`config.mk`:
```
export PLATFORM = sky130hd
export DESIGN_NAME = op_issue_queue
export DESIGN_NICKNAME = d
export VERILOG_FILES = /design/src/rtl/op_issue_queue.sv
export SDC_FILE = /design/constraint.sdc
export NUM_CORES = 1
export LEC_CHECK = 0
export ABC_AREA = 1
export CAP_MARGIN = 20
export CORE_UTILIZATION = 31
export DETAILED_ROUTE_END_ITERATION = 10
export GPL_ROUTABILITY_DRIVEN = 1
export GPL_TIMING_DRIVEN = 0
export MAX_ROUTING_LAYER = met4
export SYNTH_ARGS = -nofsm -noshare
export SYNTH_HDL_FRONTEND = slang
export SYNTH_SLANG_ARGS = --single-unit
export TNS_END_PERCENT = 20
```
`constraint.sdc`:
```
create_clock -name clk -period 6.45 [get_ports clk]
set_input_delay 0.645 -clock clk [delete_from_list [all_inputs] [get_ports clk]]
set_output_delay 0.645 -clock clk [all_outputs]
set_load 0.03 [all_outputs]
```
`src/rtl/op_issue_queue.sv`:
```
// -----------------------------------------------------------------------------
// op_issue_queue
//
// Buffers `operation` words from the host/sequencer and issues them one at a
// time to the cpu. Between issues cpu_op carries NO_OP with all fields zero.
// After an issue the queue waits for cpu_done, then spends one settle cycle
// (writeback) before the next issue. The result is in-order, single-in-flight
// execution with backpressure to the producer.
//
// Parameters
//   DEPTH    queue entries (power of two, >= 2)
//   TIMEOUT  maximum WAIT cycles before the watchdog fires (timeout build only)
//
// Ports
//   clk          in   clock, all logic on posedge
//   reset        in   synchronous, active-high
//   enq_valid    in   producer presents an op on enq_op
//   enq_op       in   op struct (mode, idx1_a/b, idx2_a/b, out_a/b)
//   enq_ready    out  queue can accept (count < DEPTH)
//   cpu_op       out  op to the cpu; NO_OP/zero except for one cycle per issue
//   cpu_done     in   completion strobe from the cpu
//   busy         out  op in flight or entries queued
//   count        out  occupied entries
//   retired_cnt  out  ops completed, wraps 0xFFFF -> 0
//   err_timeout  out  sticky watchdog flag
//
// Optional feature macro: ISSUE_TIMEOUT_EN
//   Defined   : 32-bit WAIT watchdog; on expiry err_timeout sets (sticky), the
//               op is abandoned without retiring and the queue keeps draining.
//   Undefined : WAIT holds indefinitely and err_timeout is constant 0.
// -----------------------------------------------------------------------------
package op_issue_queue_pkg;

    typedef enum logic [3:0] {
        NO_OP        = 4'd0,
        OP_CT_CT_ADD = 4'd1,
        OP_CT_PT_ADD = 4'd2,
        OP_CT_CT_MUL = 4'd3,
        OP_CT_PT_MUL = 4'd4
    } op_mode_e;

    typedef struct packed {
        op_mode_e   mode;
        logic [7:0] idx1_a;
        logic [7:0] idx1_b;
        logic [7:0] idx2_a;
        logic [7:0] idx2_b;
        logic [7:0] out_a;
        logic [7:0] out_b;
    } operation;

endpackage

module op_issue_queue
    import op_issue_queue_pkg::*;
#(
    parameter int unsigned DEPTH   = 8,
    parameter int unsigned TIMEOUT = 4096
) (
    input  logic                         clk,
    input  logic                         reset,
    input  logic                         enq_valid,
    input  operation                     enq_op,
    output logic                         enq_ready,
    output operation                     cpu_op,
    input  logic                         cpu_done,
    output logic                         busy,
    output logic [$clog2(DEPTH+1)-1:0]   count,
    output logic [15:0]                  retired_cnt,
    output logic                         err_timeout
);

    localparam int unsigned PTR_W = $clog2(DEPTH);
    localparam int unsigned CNT_W = $clog2(DEPTH + 1);
    localparam logic [CNT_W-1:0] DEPTH_C = CNT_W'(DEPTH);
    localparam logic [CNT_W-1:0] CNT_ZERO = {CNT_W{1'b0}};

    localparam operation IDLE_OP = '{
        mode:   NO_OP,
        idx1_a: 8'd0,
        idx1_b: 8'd0,
        idx2_a: 8'd0,
        idx2_b: 8'd0,
        out_a:  8'd0,
        out_b:  8'd0
    };

    // An illegal DEPTH or TIMEOUT leaves this marker scope in the hierarchy.
    if ((DEPTH < 32'd2) || ((DEPTH & (DEPTH - 32'd1)) != 32'd0) || (TIMEOUT < 32'd1)) begin : g_illegal_cfg
    end

    typedef enum logic [1:0] {
        ST_IDLE   = 2'd0,
        ST_ISSUE  = 2'd1,
        ST_WAIT   = 2'd2,
        ST_SETTLE = 2'd3
    } state_e;

    operation             mem_q [DEPTH];
    state_e               state_q,       state_d;
    logic [PTR_W-1:0]     wr_ptr_q,      wr_ptr_d;
    logic [PTR_W-1:0]     rd_ptr_q,      rd_ptr_d;
    logic [CNT_W-1:0]     count_q,       count_d;
    operation             cpu_op_q,      cpu_op_d;
    logic [15:0]          retired_q,     retired_d;
    logic                 enq_ready_q,   enq_ready_d;
    logic                 busy_q,        busy_d;
    logic                 err_timeout_q, err_timeout_d;
    logic                 push_s;
    logic                 pop_s;

`ifdef ISSUE_TIMEOUT_EN
    localparam logic [31:0] TIMEOUT_LAST = 32'(TIMEOUT - 32'd1);
    logic [31:0]          wait_cnt_q,    wait_cnt_d;
    logic                 timed_out_q,   timed_out_d;
`endif

    // Next-state logic: queue bookkeeping, issue FSM and registered outputs.
    always_comb begin
        // NO_OP is accepted (handshake completes) but never written.
        push_s = enq_valid && enq_ready_q && (enq_op.mode != NO_OP);
        pop_s  = (state_q == ST_ISSUE);

        if (push_s) begin
            wr_ptr_d = wr_ptr_q + PTR_W'(1);
        end else begin
            wr_ptr_d = wr_ptr_q;
        end

        if (pop_s) begin
            rd_ptr_d = rd_ptr_q + PTR_W'(1);
        end else begin
            rd_ptr_d = rd_ptr_q;
        end

        case ({push_s, pop_s})
            2'b10:   count_d = count_q + CNT_W'(1);
            2'b01:   count_d = count_q - CNT_W'(1);
            default: count_d = count_q;
        endcase

        state_d       = state_q;
        cpu_op_d      = IDLE_OP;
        retired_d     = retired_q;
        err_timeout_d = err_timeout_q;
`ifdef ISSUE_TIMEOUT_EN
        wait_cnt_d    = wait_cnt_q;
        timed_out_d   = timed_out_q;
`endif

        case (state_q)
            ST_IDLE: begin
                if (count_q != CNT_ZERO) begin
                    state_d = ST_ISSUE;
                end else begin
                    state_d = ST_IDLE;
                end
            end
            ST_ISSUE: begin
                // cpu_op is registered, so the head appears on the port during
                // the first WAIT cycle; cpu_done is not looked at here.
                cpu_op_d = mem_q[rd_ptr_q];
                state_d  = ST_WAIT;
`ifdef ISSUE_TIMEOUT_EN
                wait_cnt_d  = 32'd0;
                timed_out_d = 1'b0;
`endif
            end
            ST_WAIT: begin
                if (cpu_done) begin
                    state_d = ST_SETTLE;
`ifdef ISSUE_TIMEOUT_EN
                end else if (wait_cnt_q == TIMEOUT_LAST) begin
                    state_d       = ST_SETTLE;
                    timed_out_d   = 1'b1;
                    err_timeout_d = 1'b1;
                end else begin
                    wait_cnt_d = wait_cnt_q + 32'd1;
                    state_d    = ST_WAIT;
`else
                end else begin
                    state_d = ST_WAIT;
`endif
                end
            end
            ST_SETTLE: begin
`ifdef ISSUE_TIMEOUT_EN
                if (timed_out_q) begin
                    retired_d = retired_q;
                end else begin
                    retired_d = retired_q + 16'd1;
                end
`else
                retired_d = retired_q + 16'd1;
`endif
                // count_q already includes any enqueue written before this edge.
                if (count_q != CNT_ZERO) begin
                    state_d = ST_ISSUE;
                end else begin
                    state_d = ST_IDLE;
                end
            end
            default: begin
                state_d = ST_IDLE;
            end
        endcase

        enq_ready_d = (count_d < DEPTH_C);
        busy_d      = (state_d != ST_IDLE) || (count_d != CNT_ZERO);
    end

    // Control and output registers with synchronous reset.
    always_ff @(posedge clk) begin
        if (reset) begin
            state_q       <= ST_IDLE;
            wr_ptr_q      <= {PTR_W{1'b0}};
            rd_ptr_q      <= {PTR_W{1'b0}};
            count_q       <= CNT_ZERO;
            cpu_op_q      <= IDLE_OP;
            retired_q     <= 16'd0;
            enq_ready_q   <= 1'b1;
            busy_q        <= 1'b0;
            err_timeout_q <= 1'b0;
`ifdef ISSUE_TIMEOUT_EN
            wait_cnt_q    <= 32'd0;
            timed_out_q   <= 1'b0;
`endif
        end else begin
            state_q       <= state_d;
            wr_ptr_q      <= wr_ptr_d;
            rd_ptr_q      <= rd_ptr_d;
            count_q       <= count_d;
            cpu_op_q      <= cpu_op_d;
            retired_q     <= retired_d;
            enq_ready_q   <= enq_ready_d;
            busy_q        <= busy_d;
            err_timeout_q <= err_timeout_d;
`ifdef ISSUE_TIMEOUT_EN
            wait_cnt_q    <= wait_cnt_d;
            timed_out_q   <= timed_out_d;
`endif
        end
    end

    // Queue storage; contents need no reset because count gates every read.
    always_ff @(posedge clk) begin
        if (push_s) begin
            mem_q[wr_ptr_q] <= enq_op;
        end
    end

    assign enq_ready   = enq_ready_q;
    assign cpu_op      = cpu_op_q;
    assign busy        = busy_q;
    assign count       = count_q;
    assign retired_cnt = retired_q;
    assign err_timeout = err_timeout_q;

endmodule

```
==> qor.csv <==
metric,value,unit
synth_top_family_by_area,compound AO/OA/AOI/OAI gates,
grt-busiest-layer,met2,
clk_latency,0.60,ns
num_vias,12300,
syn_area_per_cell,13.1,um2
synth_compound_area_share,11.9,%
synth_adder_area_share,0.657,%
slew_headroom,36.8,%
setup_violations,0,
grt_use_met1,21.3,%
viasPerCell,4.91,
worstReg2RegStart,wr_ptr_q[0],
yosys.area_share.simple,9.37,%
yosysWarnings,0,
die_area,0.0624,mm2
layout_min_cycle_time,3.12,ns
syn-num-nets,1523,
post_cts_resized,0,
gp_congestion,0.788,
coreArea,0.0606,mm2
power.share.switching,30.4,%
p_total,8.98,mW
synthFlopType,edfxtp_1,
r2r_slack,3.91,ns
die_h,250,um
drtPass1Iterations,6,
hold_path_class,register to register,
ys_seq_elements,498,
grt.overflow.total,0,
clock-root-buffer,clkbuf_16,
avgRoutedWirePerCell,19.9,um
clk_pin_slew_worst_paths,0.06,ns
synth-edff-count,416,
fmax,0.321,GHz
path_class,input port to register,
cts_sinks,498,
grt_pass1_wl,74.5,mm
crit_top_cell,buf_6,
synth.distinct_cells,33,
p_seq_share,42.4,%
hold_buffers,0,
grt_usage,16.2,%
ios,131,
h-tree-depth,2,
r2r-end,mem_q[2][16],
synth_cells,1457,
rows,90,
grt_max_degree,23,
final_area,0.0235,mm2
synthesis.area,0.0190,mm2
finish.utilization,38.9,%
crit_chain,clkdlybuf4s50_1 -> nor2_1 -> nand2_1 -> nand3_1 -> nor3_2 -> buf_6 -> buf_4 -> buf_6,
crit_arrival,3.44,ns
power_density,381,mW/mm2
rsz0062_at_grt,no,
worstRegToRegCells,5,
drt_iter0_drc,1067,
tightest_slew,0.943,ns
cts_buffer_depth,3,
async_reset_ff_share,0,%
start_kind,input port,
clock_power_share,33.6,%
vdd_drop_max,298,uV
mostFrequentLayoutCells,"edfxtp_1, nor2_1, o21ai_1, clkdlybuf4s50_1, o21ai_0",
start_util,31.4,%
routed_wl,49.7,mm
die_w,250,um
nets,1739,
required,6.77,ns
status,"finished, final reports clean",
muxShareOfSynthArea,0,%
finClkSkew,0.0157,ns
post-dp-hpwl,32.7,mm
cts-buffers-inserted,54,
drv_cap,0,
mostFrequentLayoutCell,edfxtp_1,
cpPeakStageDelay,0.79,ns
post-cts-setup-buffers,0,
path_max_fanout,9,
cts_tree,done,
grt_pass1_vias,12100,
io_buffers,129,
fillerInstances,5665,
min-delay-start,wr_ptr_q[0],
drc_errors,0,
antenna_left,0,
ys_seq_area_share,74.2,%
cp-startpoint,enq_op[50],
power.switching,2.73,mW
met2_usage,25.6,%
antenna_found_initial,5,
grtUsageMet3,3.41,%
p_int,6.25,mW
cp-endpoint,mem_q[7][5],
drive_above_1_share,13.0,%
maxSlewViolCount,0,
syn2layout_area_growth,23.6,%
endpoint_kind,register,
hold_viol,0,
slowest_stage,clkdlybuf4s50_1,
p_leak,7.90,nW
hold_ws,0.491,ns
pwr-share-comb,24.0,%
synth_xor_area_share,0.230,%
fin_crit_sh,48.4,%
placed_area,0.0218,mm2
## how the worst min path moves through the flow
stage / to / slack [ns] / cells after the start
finish: wr_ptr_q[0] / 0.49 / 2
global route: wr_ptr_q[0] / 0.52 / 2
CTS: wr_ptr_q[0] / 0.49 / 2
detailed placement: wr_ptr_q[0] / 0.48 / 2
global placement: wr_ptr_q[0] / 0.47 / 2
floorplan: wr_ptr_q[0] / 0.46 / 2
## cell usage after synthesis (6+ instances only)
| library cell | count | area (um2) |
|---|---|---|
| edfxtp_1 | 416 | 12500 |
| nor2_1 | 325 | 1220 |
| o21ai_1 | 154 | 771 |
| o21ai_0 | 122 | 611 |
| o22ai_1 | 84 | 526 |
| dfxtp_1 | 82 | 1640 |
| nand2_1 | 46 | 173 |
| buf_2 | 35 | 175 |
| inv_1 | 29 | 109 |
| clkbuf_1 | 24 | 90.1 |
| nor2_4 | 21 | 236 |
| o22ai_2 | 20 | 250 |
| a21oi_1 | 18 | 90.1 |
| buf_4 | 14 | 105 |
| ha_1 | 10 | 125 |
| nand3_1 | 10 | 50.1 |
| buf_6 | 9 | 101 |
| nor3_1 | 7 | 35.0 |
| nand4_1 | 6 | 37.5 |
## flip-flops by register name (all words and copies together), names as in the netlist
name and count:
busy 1, count 4, cpu_op 52, enq_ready 1, mem_q 416, rd_ptr_q 3, retired_cnt 16, state_q 2
wr_ptr_q 3
## routing by layer
metal  vias up  wire (um)  share of wire (%)
met5         -          0                  0
met4         0        886                1.8
met3        67       3350                6.7
met2       413      23800                 48
met1      6059      21600                 44
li1       5746          -                  -
## power groups by stage
stage          combinational (mW)  clock, mW  sequential, mW
4_1_cts                      2.18       3.08            3.81
3_3_place_gp                 2.08          0            3.90
2_1_floorplan                1.25          0            4.00
6_report                     2.16       3.02            3.80
5_1_grt                      2.37       3.20            3.82
3_5_place_dp                 2.17          0            3.87
## critical path, delay by kind of cell
kind          cells  cell delay [ns]
simple gates      4             1.34
buf+inv           4             1.43
## area by class of cell
cell class	instances	area (um2)	area share (%)
antenna	5	12.5	0.0531
buffer	88	554	2.35
clock buffer	85	1530	6.49
clock inverter	13	184	0.781
inverter	35	134	0.569
multi-input combinational	836	4270	18.2
sequential	498	14100	60.0
tap	782	978	4.16
timing repair buffer	160	1750	7.42
## kinds of logic (layout without fill, tap and decap cells)
| kind of cell | Yosys count | in the layout |
|---|---|---|
| and+or+nand+nor | 420 | 420 |
| DFF | 498 | 498 |
| adders and majority gates | 10 | 10 |
| buffers and inverters | 123 | 381 |
| other | 1 | 6 |
| xor gates and xnor gates | 5 | 5 |
| AOI/OAI and AO/OA | 400 | 400 |
## per-stage QoR
step,std cells,setup TNS [ns],setup slack [ns]
2_1_floorplan,1457,0,1.35
3_3_place_gp,2368,-614.19,-3.09
3_5_place_dp,2399,0,2.71
4_1_cts,2497,0,3.38
5_1_grt,2502,0,3.18
6_report,2502,0,3.33
Note: power is estimated with default switching activity, not from simulation.
